==> config.mk <==
export PLATFORM = sky130hd
export DESIGN_NAME = ram_arbiter_flat
export DESIGN_NICKNAME = d
export VERILOG_FILES = /design/src/rtl/ram_arbiter_if.sv /design/src/rtl/ram_arbiter.sv /design/src/flat_wrapper.sv
export SDC_FILE = /design/constraint.sdc
export NUM_CORES = 1
export LEC_CHECK = 0
export ABC_AREA = 1
export CAP_MARGIN = 20
export CORE_AREA = 2 2 160 162
export CTS_CLUSTER_SIZE = 25
export DETAILED_ROUTE_END_ITERATION = 7
export DIE_AREA = 0 0 162 164
export PLACE_DENSITY = 0.47
export REMOVE_ABC_BUFFERS = 1
export SLEW_MARGIN = 10
export SYNTH_ARGS = -nofsm -noshare
export SYNTH_HDL_FRONTEND = slang
export SYNTH_SLANG_ARGS = --single-unit
==> constraint.sdc <==
create_clock -name clk_i -period 1.9 [get_ports clk_i]
set_input_delay 0.38 -clock clk_i [delete_from_list [all_inputs] [get_ports clk_i]]
set_output_delay 0.38 -clock clk_i [all_outputs]
set_load 0.03 [all_outputs]
==> src/rtl/ram_arbiter_if.sv <==
`default_nettype none
// ============================================================================
//  Module   : ram_arbiter_if
//  Purpose  : Bundles the requester-side and RAM-side signals of the RAM
//             arbiter.
//             slave  modport - arbiter view (requests in, RAM strobes out)
//             master modport - requester/RAM-model view (the opposite side)
//  Signals  : req/wen/addr/wdata  requester inputs (addr/wdata packed, i*W)
//             gnt/done/err        one-hot per-requester status
//             rdata               returned read data
//             ramREN/ramWEN/ramaddr/ramstore  RAM port drive
//             ramload/ramstate    RAM port response
//  Revision : 1.0 - initial release
// ============================================================================
interface ram_arbiter_if #(
  parameter int NREQ = 4,
  parameter int AW   = 32,
  parameter int DW   = 32
);
  logic [NREQ-1:0]    req;
  logic [NREQ-1:0]    wen;
  logic [NREQ*AW-1:0] addr;
  logic [NREQ*DW-1:0] wdata;
  logic [NREQ-1:0]    gnt;
  logic [NREQ-1:0]    done;
  logic [NREQ-1:0]    err;
  logic [DW-1:0]      rdata;
  logic               ramREN;
  logic               ramWEN;
  logic [AW-1:0]      ramaddr;
  logic [DW-1:0]      ramstore;
  logic [DW-1:0]      ramload;
  logic [1:0]         ramstate;

  modport slave (
    input  req, wen, addr, wdata, ramload, ramstate,
    output gnt, done, err, rdata, ramREN, ramWEN, ramaddr, ramstore
  );

  modport master (
    output req, wen, addr, wdata, ramload, ramstate,
    input  gnt, done, err, rdata, ramREN, ramWEN, ramaddr, ramstore
  );
endinterface
`default_nettype wire

==> src/rtl/ram_arbiter.sv <==
`default_nettype none
// ============================================================================
//  Module   : ram_arbiter
//  Purpose  : Shares one RAM port among NREQ cache requesters. A winner is
//             picked from the high-priority class (PRIO_MASK) if any of
//             those request, otherwise from all requesters, round-robin from
//             rr_ptr. The grant is held for the whole transfer; done/err are
//             single-cycle pulses to the winner. A watchdog aborts transfers
//             that last TIMEOUT cycles (0 disables it).
//  Ports    : clk_i  - clock, rising edge
//             rst_i  - synchronous active-high reset
//             bus    - ram_arbiter_if.slave (requester and RAM signals)
//  Revision : 1.0 - initial release
// ============================================================================
module ram_arbiter #(
  parameter int              NREQ      = 4,
  parameter int              AW        = 32,
  parameter int              DW        = 32,
  parameter logic [NREQ-1:0] PRIO_MASK = 4'b1010,
  parameter int              TIMEOUT   = 64
) (
  input  wire logic    clk_i,
  input  wire logic    rst_i,
  ram_arbiter_if.slave bus
);

  localparam int IW  = (NREQ > 1) ? $clog2(NREQ) : 1;
  localparam int WDW = (TIMEOUT > 1) ? $clog2(TIMEOUT) : 1;
  // Watchdog value seen on the TIMEOUT-th XFER cycle (wdog starts at 0).
  localparam logic [WDW-1:0] WD_LAST = (TIMEOUT > 0) ? WDW'(TIMEOUT - 1) : '0;

  localparam logic [1:0] RS_ACCESS = 2'b10;
  localparam logic [1:0] RS_ERROR  = 2'b11;

  typedef enum logic [0:0] {
    IDLE = 1'b0,
    XFER = 1'b1
  } state_t;

  state_t          state_q;
  logic [IW-1:0]   win_q;
  logic [IW-1:0]   rr_q;
  logic [WDW-1:0]  wdog_q;
  logic [NREQ-1:0] gnt_q;

  logic [NREQ-1:0] cand_d;
  logic [IW-1:0]   win_d;
  logic            found_d;
  logic            xfer_d;
  logic            is_acc_d;
  logic            is_err_d;
  logic            is_to_d;
  logic            exit_d;
  logic [NREQ-1:0] win_oh_d;
  logic [IW-1:0]   rr_next_d;

  // Candidate selection: scan from rr_q upward with wraparound.
  always_comb begin
    cand_d = bus.req & PRIO_MASK;
    if (cand_d == '0) begin
      cand_d = bus.req;
    end
    win_d   = rr_q;
    found_d = 1'b0;
    for (int k = 0; k < NREQ; k++) begin
      if (!found_d && cand_d[(int'(rr_q) + k) % NREQ]) begin
        found_d = 1'b1;
        win_d   = IW'((int'(rr_q) + k) % NREQ);
      end
    end
  end

  always_comb begin
    xfer_d    = (state_q == XFER);
    is_acc_d  = (bus.ramstate == RS_ACCESS);
    is_err_d  = (bus.ramstate == RS_ERROR);
    is_to_d   = (TIMEOUT != 0) && (wdog_q == WD_LAST);
    exit_d    = is_acc_d || is_err_d || is_to_d || !bus.req[win_q];
    win_oh_d  = NREQ'(1) << win_q;
    rr_next_d = (win_q == IW'(NREQ - 1)) ? '0 : win_q + 1'b1;
  end

  // done/err are suppressed in a reset cycle so a reset mid-transfer never
  // produces a completion pulse.
  assign bus.gnt      = gnt_q;
  assign bus.done     = (xfer_d && !rst_i && is_acc_d) ? win_oh_d : '0;
  assign bus.err      = (xfer_d && !rst_i && !is_acc_d && (is_err_d || is_to_d))
                        ? win_oh_d : '0;
  assign bus.rdata    = bus.ramload;
  assign bus.ramREN   = xfer_d && !bus.wen[win_q];
  assign bus.ramWEN   = xfer_d &&  bus.wen[win_q];
  assign bus.ramaddr  = xfer_d ? bus.addr[win_q*AW +: AW]  : '0;
  assign bus.ramstore = xfer_d ? bus.wdata[win_q*DW +: DW] : '0;

  always_ff @(posedge clk_i) begin
    if (rst_i) begin
      state_q <= IDLE;
      win_q   <= '0;
      rr_q    <= '0;
      wdog_q  <= '0;
      gnt_q   <= '0;
    end else begin
      case (state_q)
        IDLE: begin
          wdog_q <= '0;
          if (bus.req != '0) begin
            win_q   <= win_d;
            gnt_q   <= NREQ'(1) << win_d;
            state_q <= XFER;
          end
        end
        XFER: begin
          if (exit_d) begin
            state_q <= IDLE;
            gnt_q   <= '0;
            rr_q    <= rr_next_d;
            wdog_q  <= '0;
          end else begin
            wdog_q  <= wdog_q + 1'b1;
          end
        end
        default: begin
          state_q <= IDLE;
          gnt_q   <= '0;
        end
      endcase
    end
  end

endmodule
`default_nettype wire

==> src/flat_wrapper.sv <==
// flat-port wrapper written by rule: the top's interface ports become plain ports
module ram_arbiter_flat 
#(
  parameter int              NREQ      = 4,
  parameter int              AW        = 32,
  parameter int              DW        = 32,
  parameter logic [NREQ-1:0] PRIO_MASK = 4'b1010,
  parameter int              TIMEOUT   = 64
)
  (clk_i, rst_i, bus_req, bus_wen, bus_addr, bus_wdata, bus_ramload, bus_ramstate, bus_gnt, bus_done, bus_err, bus_rdata, bus_ramREN, bus_ramWEN, bus_ramaddr, bus_ramstore);
  ram_arbiter_if #(.NREQ(NREQ), .AW(AW), .DW(DW)) bus_i ();
  input  wire logic clk_i;
  input  wire logic rst_i;
  input wire logic [$bits(bus_i.req)-1:0] bus_req;
  input wire logic [$bits(bus_i.wen)-1:0] bus_wen;
  input wire logic [$bits(bus_i.addr)-1:0] bus_addr;
  input wire logic [$bits(bus_i.wdata)-1:0] bus_wdata;
  input wire logic [$bits(bus_i.ramload)-1:0] bus_ramload;
  input wire logic [$bits(bus_i.ramstate)-1:0] bus_ramstate;
  output wire logic [$bits(bus_i.gnt)-1:0] bus_gnt;
  output wire logic [$bits(bus_i.done)-1:0] bus_done;
  output wire logic [$bits(bus_i.err)-1:0] bus_err;
  output wire logic [$bits(bus_i.rdata)-1:0] bus_rdata;
  output wire logic [$bits(bus_i.ramREN)-1:0] bus_ramREN;
  output wire logic [$bits(bus_i.ramWEN)-1:0] bus_ramWEN;
  output wire logic [$bits(bus_i.ramaddr)-1:0] bus_ramaddr;
  output wire logic [$bits(bus_i.ramstore)-1:0] bus_ramstore;
  assign bus_i.req = bus_req;
  assign bus_i.wen = bus_wen;
  assign bus_i.addr = bus_addr;
  assign bus_i.wdata = bus_wdata;
  assign bus_i.ramload = bus_ramload;
  assign bus_i.ramstate = bus_ramstate;
  assign bus_gnt = bus_i.gnt;
  assign bus_done = bus_i.done;
  assign bus_err = bus_i.err;
  assign bus_rdata = bus_i.rdata;
  assign bus_ramREN = bus_i.ramREN;
  assign bus_ramWEN = bus_i.ramWEN;
  assign bus_ramaddr = bus_i.ramaddr;
  assign bus_ramstore = bus_i.ramstore;
  ram_arbiter #(.NREQ(NREQ), .AW(AW), .DW(DW), .PRIO_MASK(PRIO_MASK), .TIMEOUT(TIMEOUT)) u_core (.clk_i(clk_i), .rst_i(rst_i), .bus(bus_i));
endmodule
Word level (Yosys, flattened, before mapping)
Index checks and enable logic that the tools add are counted.

word-level totals
  register bits = 15
  input port bits = 300
  output and inout bits = 110
  logic and storage cells = 92

operators by class
  add/sub/neg operators = 5
  order comparisons = 5
  equality and inequality tests = 6
  shift operators = 4
  mux-type cells = 35
  bitwise gates (word level) = 4
  reduce and logical (&&, ||, !) cells = 28

operators by type and width
  operator             number
  $shiftx 128x8->32    2
  $mux 32              2
  $mux 4               4
  $mux 1               14
  $bmux 1 s2           6
  $lt 3x4->1 const B   3
  $pmux 6 s2           1
  $logic_and 1x1->1    9
  $mux 2               4
  $pmux 4 s2           1
  $shl 1x2->4 const A  2
  $logic_not 1->1      7
  $add 6x1->6 const B  1
  $eq 2x2->1 const B   3
  $eq 6x6->1 const B   1
  $lt 2x3->1 const B   2
  $mux 6               1
  $reduce_and 2->1     3
  $reduce_or 2->1      3
  $add 2x1->2 const B  2
  $add 2x2->2 const B  2
  $logic_not 4->1      1
  $logic_or 1x1->1     4
  $reduce_bool 4->1    1
  other kinds (6)      8

Longest topological paths before layout
Gate-level depths: netlist of run 1.

  depth after elaboration = 17
  depth in mapped cells = 13
  depth with buffers taken out = 12

Worst setup path before layout of run 1
No wires, ideal clock.

  kind = register -> output
  start point = reg u_core.win_q[0]
  end point = out bus_ramaddr[12]
  data arrival time = 1646 ps
  data required time = 1520 ps
  slack = -126 ps
  cell stages (with the launch flop) = 8
  path buffers = 3
  cells stage by stage = dfxtp_1 buf_2 buf_2 clkbuf_1 nor2_1 nor2_1 o21ai_0 a21oi_1

on the way
  word-level cells in the longest chain between the ends = 2

ends and longest elaborated chain
  what                    line                text
  from (decl)             ram_arbiter.sv:41   logic [IW-1:0] win_q;
  from (signal assigned)  ram_arbiter.sv:107  win_q <= win_d;
  $shiftx 128x8->32       ram_arbiter.sv:92   assign bus.ramaddr = xfer_d ? bus.addr[win_q*AW +: AW] : '0;
  $mux 32                 ram_arbiter.sv:92
  to (decl)               flat_wrapper.sv:26  output wire logic [$bits(bus_i.ramaddr)-1:0] bus_ramaddr;

Every way passes these cells.

Worst setup path after layout of run 1
  start point = reg u_core.wdog_q[0]
  end point = out bus_err[1]

on the way
  word-level cells in the longest chain between the ends = 4

ends and longest elaborated chain
  what                    line                text
  from (decl)             ram_arbiter.sv:43   logic [WDW-1:0] wdog_q;
  from (signal assigned)  ram_arbiter.sv:119  wdog_q <= wdog_q + 1'b1;
  $eq 6x6->1              ram_arbiter.sv:77   is_to_d = (TIMEOUT != 0) && (wdog_q == WD_LAST);
  $logic_or 1x1->1        ram_arbiter.sv:87   assign bus.err = (xfer_d && !rst_i && !is_acc_d && (is_err_d || is_to_d))
  $logic_and 1x1->1       ram_arbiter.sv:87
  $mux 4                  ram_arbiter.sv:88   ? win_oh_d : '0;
  to (decl)               flat_wrapper.sv:22  output wire logic [$bits(bus_i.err)-1:0] bus_err;

Every way passes these cells.

==> results.json, run 1 <==
{
  "cp.arrival_ps": 1770,
  "die_height_um": 164,
  "use_met2": 0.282,
  "cp_max_fo": 4,
  "grt_pass1_vias": 5733,
  "core-area_um2": 24800,
  "die_area_um2": 26600,
  "grtUsageMet3": 0.0492,
  "relSlewSlack": 0.641,
  "finalPower_w": 0.00771,
  "portBuffers": 345,
  "yosys.area.top_type": "nor2_1",
  "layout.nets": 1375,
  "p_clk_frac": 0.054,
  "seq_power_share": 0.055,
  "cts_root_buffer": "clkbuf_16",
  "worst_path_dominant_cell_family": "simple AND/OR/NAND/NOR gates",
  "setup_viol": 86,
  "grt_usage": 0.168,
  "cts_buffer_depth": 2,
  "viasPerCell": 4.30,
  "cpMostUsedCell": "nor2_2",
  "h-tree-depth": 1,
  "worstSetupStartpoint": "u_core.wdog_q[0]$_SDFF_PP0_",
  "clock_sinks": 15,
  "slew_viol_final": 0,
  "switchingPower_w": 0.00377,
  "drive_gt1_frac": 0.377,
  "pwr-share-comb": 0.891,
  "grt-busiest-layer": "met2",
  "die_x_um": 162,
  "antenna_cells": 0,
  "pre_cts_ws_ps": -182,
  "r2r-start": "u_core.win_q[0]$_SDFFE_PP0P_",
  "clk_pin_slew_worst_paths_ps": 50,
  "ys_seq_elements": 15,
  "required_ps": 1520,
  "p_int_w": 0.00394,
  "finalCritPeriodShare": 1.13,
  "outcome": "complete, but fails checks",
  "start_kind": "flip-flop",
  "place.gp.congestion": 0.777,
  "netSwitchingFraction": 0.489,
  "syn-cell-area_um2": 3560,
  "yosys-top-cells-area": "nor2_1, o21ai_0, a21oi_1",
  "synth_top_area_share": 0.290,
  "num_io_pins": 410,
  "worstMarginPinSlew_ps": 538,
  "synth_warnings": 0,
  "violations": "setup timing",
  "drtIter0Drc": 222,
  "instances_no_fill": 1399,
  "hold_viol_final": 0,
  "min_from": "u_core.bus.gnt[2]$_SDFFE_PP0P_",
  "power_density_nw_per_um2": 804,
  "synth_cell_types": 33,
  "max-cap-violations": 0,
  "syn-instance-count": 699,
  "cts_hold_buf": 0,
  "grt_pass1_wl_um": 34100,
  "grt_max_degree": 40,
  "end_kind": "output port",
  "postRouteAntennaNets": 0,
  "hpwl_um": 16400,
  "wire_per_inst_um": 18.0,
  "path_buf_inv": 2,
  "num_vias": 6021,
  "fin_skew_ps": 2.72,
  "drt_pre_antenna_iters": 4,
  "tritoncts": "done",
  "cpPeakStageDelay_ps": 400,
  "p_leak_nw": 3.71,
  "synth_seq_area_share": 0.0844,
  "hold_path.class": "flip-flop to flip-flop",
  "antenna_found_initial": 0,
  "worstSetupPathType": "flip-flop to output port",
  "cpMaxStageDelayCell": "a2111o_1",
  "ir_worst_vdd_mv": 0.339,
  "crit_chain": "ha_4 > nand2_2 > inv_2 > nand3_2 > nor2_2 > nor2_2 > a2111o_1 > nor2_1 > buf_4",
  "layout_min_cycle_time_ps": 2150,
  "syn_area_per_cell_um2": 5.09,
  "insertion_delay_ps": 250,
  "start_util": 0.143,
  "drcViolationCount": 0,
  "rsz0062_at_grt": "true",
  "layout_setup_ws_ps": -253,
  "cts_buffers": 3,
  "wl_um": 25200,
  "grt_overflow": 0,
  "timing.fmax_ghz": 0.464,
  "num_rows": 58,
  "use_met1": 0.219,
  "area_growth_pct": 170,
  "dpl.cell_count": 1329
}
-- cells in the mapped netlist, drive strengths merged --
| cell type | instances |
|---|---|
| a211oi | 1 |
| nor3 | 1 |
| dfxtp | 15 |
| nand4 | 10 |
| inv | 23 |
| o211ai | 1 |
| a21oi | 74 |
| xor2 | 2 |
| clkbuf | 33 |
| a21o | 1 |
| nor2 | 276 |
| a31oi | 1 |
| ha | 5 |
| a32oi | 1 |
| nand2 | 49 |
| nand3 | 21 |
| a2111o | 1 |
| o21ai | 133 |
| buf | 51 |
-- kinds of logic after synthesis --
kind of cell,count (synthesis),synth area share
AOI/OAI and AO/OA,213,0.308
xor gates and xnor gates,2,0.00492
adders and majority gates,5,0.0176
buffers and inverters,107,0.159
DFF,15,0.0844
and+or+nand+nor,357,0.426
-- cells in the final DEF, fill, tap and decap left out, types with 2 or more instances in the layout --
master | Yosys | routed
buf_6 | 2 | 29
o21ai_0 | 98 | 7
dfxtp_2 | 0 | 2
dfxtp_1 | 15 | 11
nand2_8 | 1 | 2
a21oi_2 | 1 | 19
nor2_2 | 0 | 55
ha_4 | 0 | 5
nand2_4 | 4 | 5
o21ai_1 | 35 | 84
buf_8 | 0 | 11
buf_12 | 0 | 21
clkbuf_16 | 0 | 9
clkdlybuf4s50_1 | 0 | 270
inv_4 | 0 | 2
dfxtp_4 | 0 | 2
buf_4 | 32 | 92
nand2_2 | 5 | 6
nand4_1 | 10 | 10
a21oi_1 | 73 | 54
nand3_1 | 14 | 11
nor2_1 | 275 | 163
nand3_2 | 4 | 7
o21ai_2 | 0 | 35
xor2_1 | 2 | 2
buf_16 | 0 | 19
nand3_4 | 3 | 3
nand2_1 | 39 | 36
o21ai_4 | 0 | 7
inv_1 | 16 | 12
nor2_4 | 1 | 58
inv_2 | 6 | 7
-- stage by stage --
stage | hold slack [ps] | util | instance area, um2 | setup TNS [ps]
4_1_cts | 487 | 0.349 | 8670 | -8190
2_1_floorplan | 418 | - | 3090 | -259410
3_3_place_gp | 477 | 0.291 | 7220 | -1350
3_5_place_dp | 480 | 0.291 | 7220 | -1620
6_report | 478 | 0.387 | 9600 | -9480
5_1_grt | 502 | 0.387 | 9600 | -16390
-- final timing paths --
check | end | slack, ps | cells after the start
hold reg to reg | u_core.bus.gnt[2]$_SDFFE_PP0P_ | 480 | 2
hold / removal | u_core.bus.gnt[2]$_SDFFE_PP0P_ | 480 | 2
setup reg to reg | u_core.bus.gnt[0]$_SDFFE_PP0P_ | -80 | 13
setup / recovery | bus_err[1] | -250 | 9
-- cell type report --
class / instances / area (um2)
Sequential cell: 15 / 310
Timing Repair inverter: 1 / 16.3
Timing Repair Buffer: 449 / 4990
Inverter: 23 / 125
Multi-Input combinational cell: 577 / 3660
Tap cell: 330 / 413
Clock buffer: 4 / 78.8
Fill cell: 2624 / 15200
-- power by group through the flow --
stage	clock network [W]	registers [W]	logic, W
6_report	0.000414	0.000424	0.00687
3_3_place_gp	0	0.000443	0.00440
2_1_floorplan	0	0.000641	0.00218
4_1_cts	0.000420	0.000420	0.00605
3_5_place_dp	0	0.000443	0.00439
5_1_grt	0.000436	0.000430	0.00737
-- flip-flops by register name (all words and copies together), names as in the netlist --
signal,cells
u_core.state_q,1
u_core.rr_q,2
u_core.wdog_q,6
u_core.win_q,2
u_core.bus.gnt,4
-- routing by layer --
metal,part of all wire,wire (um)
met5,0.0029,72
met3,0.070,1770
met1,0.43,10900
met2,0.48,12100
met4,0.011,279
-- worst reg2reg max path: stages (launching register included) --
cell and delay, ps:
dfxtp_4 360, buf_6 110, buf_8 130, buf_8 140, buf_16 140, buf_8 120
buf_6 110, o21ai_2 110, a21oi_2 50, a21oi_2 190, nand2_4 90, nand2_8 110
nand3_1 80, a21oi_1 160
-- timing repair --
item                       in CTS  in global routing
pin swaps                      91                115
resized for setup             238                246
setup endpoints to repair      66                 89
gates cloned                   20                  7
buffers inserted               36                 17
Note: power is estimated with default switching activity, not from simulation.
==> run 2: changes to the inputs <==
- PLACE_DENSITY: 0.47 -> 0.59
- TNS_END_PERCENT: default -> 1
==> results.json, run 2 (same netlist as run 1, synthesis figures left out) <==
{
  "slew_viol_final": 0,
  "cts_hold_buf": 0,
  "start_kind": "flip-flop",
  "use_met2": 0.226,
  "antenna_cells": 0,
  "regToRegSetupSlack_ps": 260,
  "num_rows": 58,
  "max-cap-violations": 0,
  "insertion_delay_ps": 240,
  "timing.fmax_ghz": 0.458,
  "max_flop_register": "u_core.wdog_q",
  "clk_pin_slew_worst_paths_ps": 50,
  "worstSetupPathType": "flip-flop to output port",
  "h-tree-depth": 1,
  "hold_path.class": "flip-flop to flip-flop",
  "relSlewSlack": 0.753,
  "fin_skew_ps": 2.90,
  "fillCellCount": 2735,
  "num_io_pins": 410,
  "crit_chain": "ha_4 > nand2_2 > inv_2 > nand3_4 > nor2_4 > nor2_2 > a2111o_1 > nor2_1 > buf_4",
  "layout_setup_ws_ps": -284,
  "rsz0062_at_grt": "true",
  "layout_common_cells": "nor2_1, clkdlybuf4s50_1, buf_4",
  "violations": "setup timing",
  "clock_sinks": 15,
  "rr_worst_depth": 10,
  "min_from": "u_core.bus.gnt[2]$_SDFFE_PP0P_",
  "end_kind": "output port",
  "grt_max_degree": 68,
  "worstMarginPinSlew_ps": 370,
  "cts_buffer_depth": 2,
  "r2r-start": "u_core.rr_q[0]$_SDFFE_PP0P_",
  "num_vias": 5616,
  "power_density_nw_per_um2": 721,
  "setup_viol": 49,
  "drcViolationCount": 0,
  "viasPerCell": 4.18,
  "start_util": 0.143,
  "finalPower_w": 0.00555,
  "drtIter0Drc": 222,
  "cp.arrival_ps": 1800,
  "required_ps": 1520,
  "cpMaxStageDelayCell": "a2111o_1",
  "grt_usage": 0.128,
  "grt_overflow": 0,
  "holdPathEnd": "u_core.bus.gnt[2]$_SDFFE_PP0P_",
  "cts_root_buffer": "clkbuf_16",
  "worstSetupStartpoint": "u_core.wdog_q[1]$_SDFF_PP0_",
  "core-area_um2": 24800,
  "antenna_found_initial": 0,
  "die_area_um2": 26600,
  "ir_worst_vdd_mv": 0.330,
  "tritoncts": "done",
  "grt_pass1_wl_um": 27700,
  "use_met1": 0.160,
  "drive_gt1_frac": 0.180,
  "timing.rr.end": "u_core.win_q[1]$_SDFFE_PP0P_",
  "portBuffers": 345,
  "wire_per_inst_um": 14.2,
  "finalCritPeriodShare": 1.15,
  "p_leak_nw": 3.10,
  "postRouteAntennaNets": 0,
  "hpwl_um": 15200,
  "layout_min_cycle_time_ps": 2180,
  "grt-busiest-layer": "met2",
  "die_x_um": 162,
  "cpPeakStageDelay_ps": 400,
  "outcome": "complete, but fails checks",
  "cp_max_fo": 4,
  "area_growth_pct": 116,
  "grtUsageMet3": 0.0333,
  "hold_depth": 2,
  "die_height_um": 164,
  "wl_um": 19000,
  "drt_pre_antenna_iters": 5,
  "cts_buffers": 3,
  "grt_pass1_vias": 5269,
  "layout.nets": 1320,
  "hold_viol_final": 0,
  "place.gp.congestion": 0.836,
  "largest_register_ffs": 6,
  "holdWs_ps": 477
}
==> run 2: changes by cell type in the layout (fill, tap and decap cells not counted), sizes merged <==
cell | previous run | this run
clkdlybuf4s50 | 270 | 271
dlymetal6s2s | 1 | 0
clkbuf | 10 | 4
clkinv | 2 | 1
buf | 172 | 124
==> run 2: how the worst max path moves through the flow <==
stage	end	slack [ps]
2_1_floorplan	bus_ramREN	-3170
3_3_place_gp	bus_err[2]	-90
3_5_place_dp	bus_err[0]	-120
4_1_cts	bus_err[0]	-280
5_1_grt	bus_err[0]	-380
6_report	bus_err[0]	-280
==> run 2: metrics by stage <==
step,utilization,area [um2],setup TNS [ps],std cells,setup slack (ps)
6_report,0.310,7700,-2790,1344,-284
5_1_grt,0.310,7700,-9200,1344,-378
4_1_cts,0.305,7570,-3210,1341,-277
3_5_place_dp,0.299,7410,-718,1337,-125
3_3_place_gp,0.299,7410,-484,1337,-91.4
2_1_floorplan,-,3090,-259410,615,-3170
==> run 2: what timing repair did <==
item | CTS | global route
setup buffers | 0 | 3
gates resized for setup | 34 | 38
endpoints found under the setup margin | 60 | 74
pin swaps | 23 | 21
==> run 2: cell type report <==
cell class | count | area [um2] | share of cell area
Timing Repair Buffer | 395 | 4000 | 0.519
Tap cell | 330 | 413 | 0.0536
Sequential cell | 15 | 310 | 0.0403
Multi-Input combinational cell | 577 | 2810 | 0.364
Clock buffer | 4 | 78.8 | 0.0102
Inverter | 23 | 95.1 | 0.0124
==> run 2: critical path: cells and delay by family, from the launching register on <==
kind	cells	cell delay (ps)
AOI/OAI and AO/OA	1	400
adders and majority gates	1	140
buffers and inverters	2	240
DFF	1	350
and+or+nand+nor	5	430
==> run 2: power by group <==
| part | internal (W) | leakage, nW | switching [W] |
|---|---|---|---|
| Combinational | 0.00208 | 2.94 | 0.00264 |
| Sequential | 0.000363 | 0.125 | 0.0000545 |
| Clock | 0.000284 | 0.0382 | 0.000126 |
==> run 2: layer usage <==
metal	vias up	share of wire
met1	2438	0.42
met3	13	0.084
met2	272	0.48
met4	2	0.0076
met5	-	0.0016
li1	2891	-
==> run 3: changes to the inputs <==
- ABC_AREA: 1 -> 0
- CORE_AREA: 2 2 160 162 -> 2 2 157 159
- DIE_AREA: 0 0 162 164 -> 0 0 159 161
- PLACE_DENSITY: 0.59 -> 0.58
- REMOVE_ABC_BUFFERS: 1 -> default
==> results.json, run 3 <==
{
  "yosys.area.top_type": "mux4_2",
  "synth_warnings": 0,
  "wire_per_inst_um": 17.3,
  "slew_viol_final": 0,
  "h-tree-depth": 1,
  "core-area_um2": 24000,
  "hold_path.class": "flip-flop to flip-flop",
  "relSlewSlack": 0.748,
  "portBuffers": 345,
  "largest_register_ffs": 6,
  "dpl_cell_area_um2": 6850,
  "syn_area_per_cell_um2": 10.9,
  "tritoncts": "done",
  "final_common_cell": "clkdlybuf4s50_1",
  "die_height_um": 161,
  "p_leak_nw": 2.82,
  "final_core_util": 0.310,
  "place.gp.congestion": 0.799,
  "ir_worst_vdd_mv": 0.293,
  "viasPerCell": 4.01,
  "fin_skew_ps": 5.77,
  "clock_sinks": 15,
  "regToRegSetupSlack_ps": -180,
  "synthAdderAreaFrac": 0.0206,
  "end_kind": "output port",
  "layout_common_cells": "clkdlybuf4s50_1, mux4_2, buf_6",
  "rsz0062_at_grt": "true",
  "synth_ff_type": "dfxtp_1",
  "drcViolationCount": 0,
  "cts_buffer_depth": 2,
  "layout_min_cycle_time_ps": 2210,
  "grt_max_degree": 36,
  "grt_overflow": 0,
  "antenna_cells": 0,
  "drive_gt1_frac": 0.417,
  "synth-simple-area-share": 0.196,
  "num_io_pins": 410,
  "worstMarginPinSlew_ps": 375,
  "synth_seq_area_share": 0.0991,
  "start_kind": "flip-flop",
  "synth-xor-area-share": 0.0116,
  "num_vias": 3780,
  "required_ps": 1520,
  "cp.arrival_ps": 1830,
  "outcome": "complete, but fails checks",
  "holdWs_ps": 505,
  "drtIter0Drc": 113,
  "yosys-top-cells-area": "mux4_2, and2_1, dfxtp_1",
  "cts_hold_buf": 0,
  "antenna_found_initial": 0,
  "timing.fmax_ghz": 0.453,
  "grt_usage": 0.119,
  "violations": "setup timing",
  "grt_pass1_vias": 4131,
  "hold_viol_final": 0,
  "setup_viol": 79,
  "fillCellCount": 2529,
  "worstSetupPathType": "flip-flop to output port",
  "synth_top_family_by_area": "multiplexers",
  "hpwl_um": 13000,
  "insertion_delay_ps": 250,
  "area_growth_pct": 145,
  "synth_compound_area_frac": 0.0561,
  "synthTopCellsByCount": "and2_1, mux4_2, buf_4",
  "cp_max_fo": 7,
  "syn-instance-count": 278,
  "grt_pass1_wl_um": 24100,
  "cts_root_buffer": "clkbuf_16",
  "syn-cell-area_um2": 3030,
  "clk_pin_slew_worst_paths_ps": 50,
  "syn-num-nets": 583,
  "synth_top_area_share": 0.490,
  "die_x_um": 159,
  "num_rows": 57,
  "start_util": 0.127,
  "drt_pre_antenna_iters": 4,
  "power_density_nw_per_um2": 419,
  "ys_seq_elements": 15,
  "synth_cell_types": 36,
  "layout_setup_ws_ps": -307,
  "async_flop_share": 0,
  "layout.nets": 925,
  "max-cap-violations": 0,
  "fin_area_um2": 7430,
  "cts_buffers": 3,
  "die_area_um2": 25600,
  "max_flop_register": "u_core.wdog_q",
  "synth_edf_count": 0,
  "synthMuxAreaShare": 0.490,
  "wl_um": 16300,
  "postRouteAntennaNets": 0,
  "finalCritPeriodShare": 1.16,
  "post-synth-top-count-cell": "and2_1"
}
-- run 3: cells by family (layout without fill, tap and decap cells) --
logic type                 Yosys count  count (layout)
and+or+nand+nor                    100             100
AOI/OAI and AO/OA                   23              23
xor gates and xnor gates             4               4
DFF                                 15              15
buffers and inverters               65             406
muxes                               66              66
adders and majority gates            5               5
-- run 3: cell type report --
cell class	count	area, um2	area share
repair buffers	394	4110	0.553
clock inverters	1	5.00	0.000673
inverters	8	30.0	0.00404
flip-flops and latches	15	309	0.0416
multi-input cells	198	2500	0.337
clock buffers	3	75.1	0.0101
well taps	324	405	0.0545
-- run 3: layer usage --
layer,wire length [um],vias to the layer above,global-route usage
met5,0,-,0
met4,278,0,0.0277
met3,1320,24,0.0257
met2,8320,225,0.218
met1,6410,1820,0.143
li1,-,1711,-
-- run 3: worst max-delay path, stage by stage, from the launching register on --
cell and delay [ps]:
dfxtp_4 390, buf_12 160, buf_16 150, buf_6 110
mux4_2 480, and2_4 150, buf_6 130
-- run 3: final timing paths --
path                                              startpoint                           to  cells after the start
worst max register to register  u_core.win_q[0]$_SDFFE_PP0P_  u_core.rr_q[0]$_SDFFE_PP0P_                      9
worst max-delay path            u_core.win_q[0]$_SDFFE_PP0P_              bus_ramaddr[24]                      6
worst min register to register   u_core.rr_q[0]$_SDFFE_PP0P_  u_core.rr_q[0]$_SDFFE_PP0P_                      2
worst min-delay path             u_core.rr_q[0]$_SDFFE_PP0P_  u_core.rr_q[0]$_SDFFE_PP0P_                      2
-- run 3: report_power, final --
group          internal [W]  total, W  switching, W
logic               0.00145   0.00235      0.000901
registers          0.000333  0.000353     0.0000200
clock network      0.000281  0.000413      0.000132
-- run 3: what timing repair did --
item / in CTS / in global routing
buffers inserted: 7 / 2
cloned: 5 / 1
setup endpoints to repair: 77 / 80
pin swaps: 37 / 2
gates resized for setup: 397 / 18
hold endpoints to repair: 0 / 0
-- run 3: metrics by stage --
step	power, W	std cells	TNS [ps]	worst slack [ps]
detailed placement	0.00241	924	-30250	-568
finish	0.00312	943	-18180	-307
global placement	0.00240	924	-29960	-576
CTS	0.00310	940	-17710	-322
global route	0.00328	943	-22810	-365
floorplan	0.00149	278	-1780	-42.3
==> edit: new RTL, settings of run 1 <==
`DW` is set to 32 in 3 places; all go to 16.
--- a/src/rtl/ram_arbiter_if.sv
+++ b/src/rtl/ram_arbiter_if.sv
@@ -17,3 +17,3 @@
   parameter int AW   = 32,
-  parameter int DW   = 32
+  parameter int DW   = 16
 );
--- a/src/rtl/ram_arbiter.sv
+++ b/src/rtl/ram_arbiter.sv
@@ -17,3 +17,3 @@
   parameter int              AW        = 32,
-  parameter int              DW        = 32,
+  parameter int              DW        = 16,
   parameter logic [NREQ-1:0] PRIO_MASK = 4'b1010,
--- a/src/flat_wrapper.sv
+++ b/src/flat_wrapper.sv
@@ -5,3 +5,3 @@
   parameter int              AW        = 32,
-  parameter int              DW        = 32,
+  parameter int              DW        = 16,
   parameter logic [NREQ-1:0] PRIO_MASK = 4'b1010,
Interface: changed (resized bus_ramload, bus_ramstore, bus_rdata and bus_wdata); port bits go from 410 to 298. The function was not compared with the original's and may differ.
==> edit against run 1 <==
  * The flow still finishes with violations (negative setup slack)
  * Final area is 21% lower
  * Power is 22% lower
  * Cell count is 16% lower
  * Worst setup slack better by 44 ps
  * Core utilization is 8.1 points lower
  * Area after synthesis is 19% lower
  * Non-clock buffer count is 105 lower
  * Register-to-register slack better by 180 ps
  * Sequential cell count stayed put
  * Routed wire length is 28% lower
  * Count of clock-buffer cells in the layout is 1 lower
  * Die area stayed put
  * Largest cell class unchanged
  * Largest power group unchanged
==> edit: results (changes against run 1) <==
- Cell count after synthesis: 559 (-20%)
- Slack of the worst reg-to-reg path: 100 ps (+180 ps)
- End of the critical path: bus_err[0]
- Cell variety after synth: 32 (-3.0%)
- Worst slack after detailed placement: -139 ps (+43.1 ps)
- CP max-delay cell: dfxtp_2
- Critical register-to-register path endpoint: u_core.rr_q[0]$_SDFFE_PP0P_
- First-pass GRT wire length: 24,300 um (-29%)
- Total Neg Setup Slack: -2790 ps (+6690 ps)
- Min setup slack post-route: -210 ps (+43.9 ps)
- Final routed wire length divided by cell count: 15.4 um (-14%)
- Overall routing resource usage: 0.114 (-0.0544)
- Highest metal used: met4
- Placed wire-length estimate after detailed placement: 12,100 um (-26%)
- Xor and xnor area share after synthesis: 0.00609 (+0.00117)
- Met3 Routed Length: 1110 um (-37%)
- Clock insertion delay at the later pin of the skew report: 250 ps (about the same)
- LEAKAGE: 2.95 nW (-21%)
- Sum of routed wire segments on met1: 7700 um (-30%)
- Drt first-iter violations: 209 (-5.9%)
- Number of nets in the layout: 1,077 (-22%)
- Routed WL: 18,200 um (-28%)
- Detailed-route vias per instance: 4.10 (-4.8%)
- CP max stage delay: 350 ps (-50 ps)
- Compound-gate portion of the synthesized area: 0.296 (-0.0119)
- Most common library cells after synthesis: 211 x nor2_1, 100 x o21ai_0, 58 x a21oi_1, 39 x nand2_1, 31 x clkbuf_1
- Worst ir drop on vdd: 0.395 mV (+17%)
- Count of input and output buffers: 265 (-23%)
- WHS Endpoint: u_core.bus.gnt[1]$_SDFFE_PP0P_
- Via count of the first global-routing pass: 4,459 (-22%)
- Filler Cells Inserted: 2,702 (+3.0%)
- Maximum number of pins on one net before global-route repair: 34 (-15%)
- Launch point of the worst path: u_core.wdog_q[0]$_SDFF_PP0_
- Final clock skew: 4.53 ps (+1.81 ps)
- Reg area: 312 um^2 (+0.40%)
- Fraction of final layout cells with drive strength greater than 1: 0.401 (+0.0237)
- Pin slew with the least headroom to its limit: 349 ps (-189 ps)
- Final estimated routing congestion in global placement: 0.764 (-1.6%)
- Leading cell types by total area after synthesis: nor2_1 28%, o21ai_0 17%, dfxtp_1 10%
- Run status: finished with violations
- Area after detailed placement: 0.00593 mm^2 (-18%)
- Finish-stage setup viols: 48 (-44%)
- Met2 layer wire length in the routed design: 9120 um (-25%)
- Launch point of the worst hold path: u_core.bus.gnt[1]$_SDFFE_PP0P_
- Hold Slack: 484 ps (+6.24 ps)
- Violated checks: negative setup slack
-- edit: cell type report --
class,instances,share of cell area
clock buffer,3,0.00989
clock inverter,1,0.000659
inverter,23,0.0168
multi-input combinational,465,0.393
sequential,15,0.0410
tap,330,0.0544
timing repair buffer,344,0.484
-- edit: kinds of logic after synthesis --
kind of cell	count (synthesis)
buffers and inverters	79
flip-flops	15
adder cells (fa/ha/maj)	5
AO/OA/AOI/OAI	165
AND/OR/NAND/NOR	293
XOR/XNOR	2
-- edit: where the power goes --
| group | switching (W) | internal, W |
|---|---|---|
| Clock | 0.000129 | 0.000281 |
| Sequential | 0.0000641 | 0.000364 |
| Combinational | 0.00278 | 0.00241 |
| Total | 0.00297 | 0.00305 |
-- edit: timing repair --
item                       CTS  global route
setup endpoints to repair   46            66
pin swaps                   43           134
cloned                       8             9
gates resized for setup    115           275
buffers inserted            12            14
-- edit: per-layer routing --
metal,up-vias,global-route usage
met5,-,0
met4,0,0.0177
met3,18,0.0235
met2,183,0.207
met1,2215,0.140
li1,2422,-
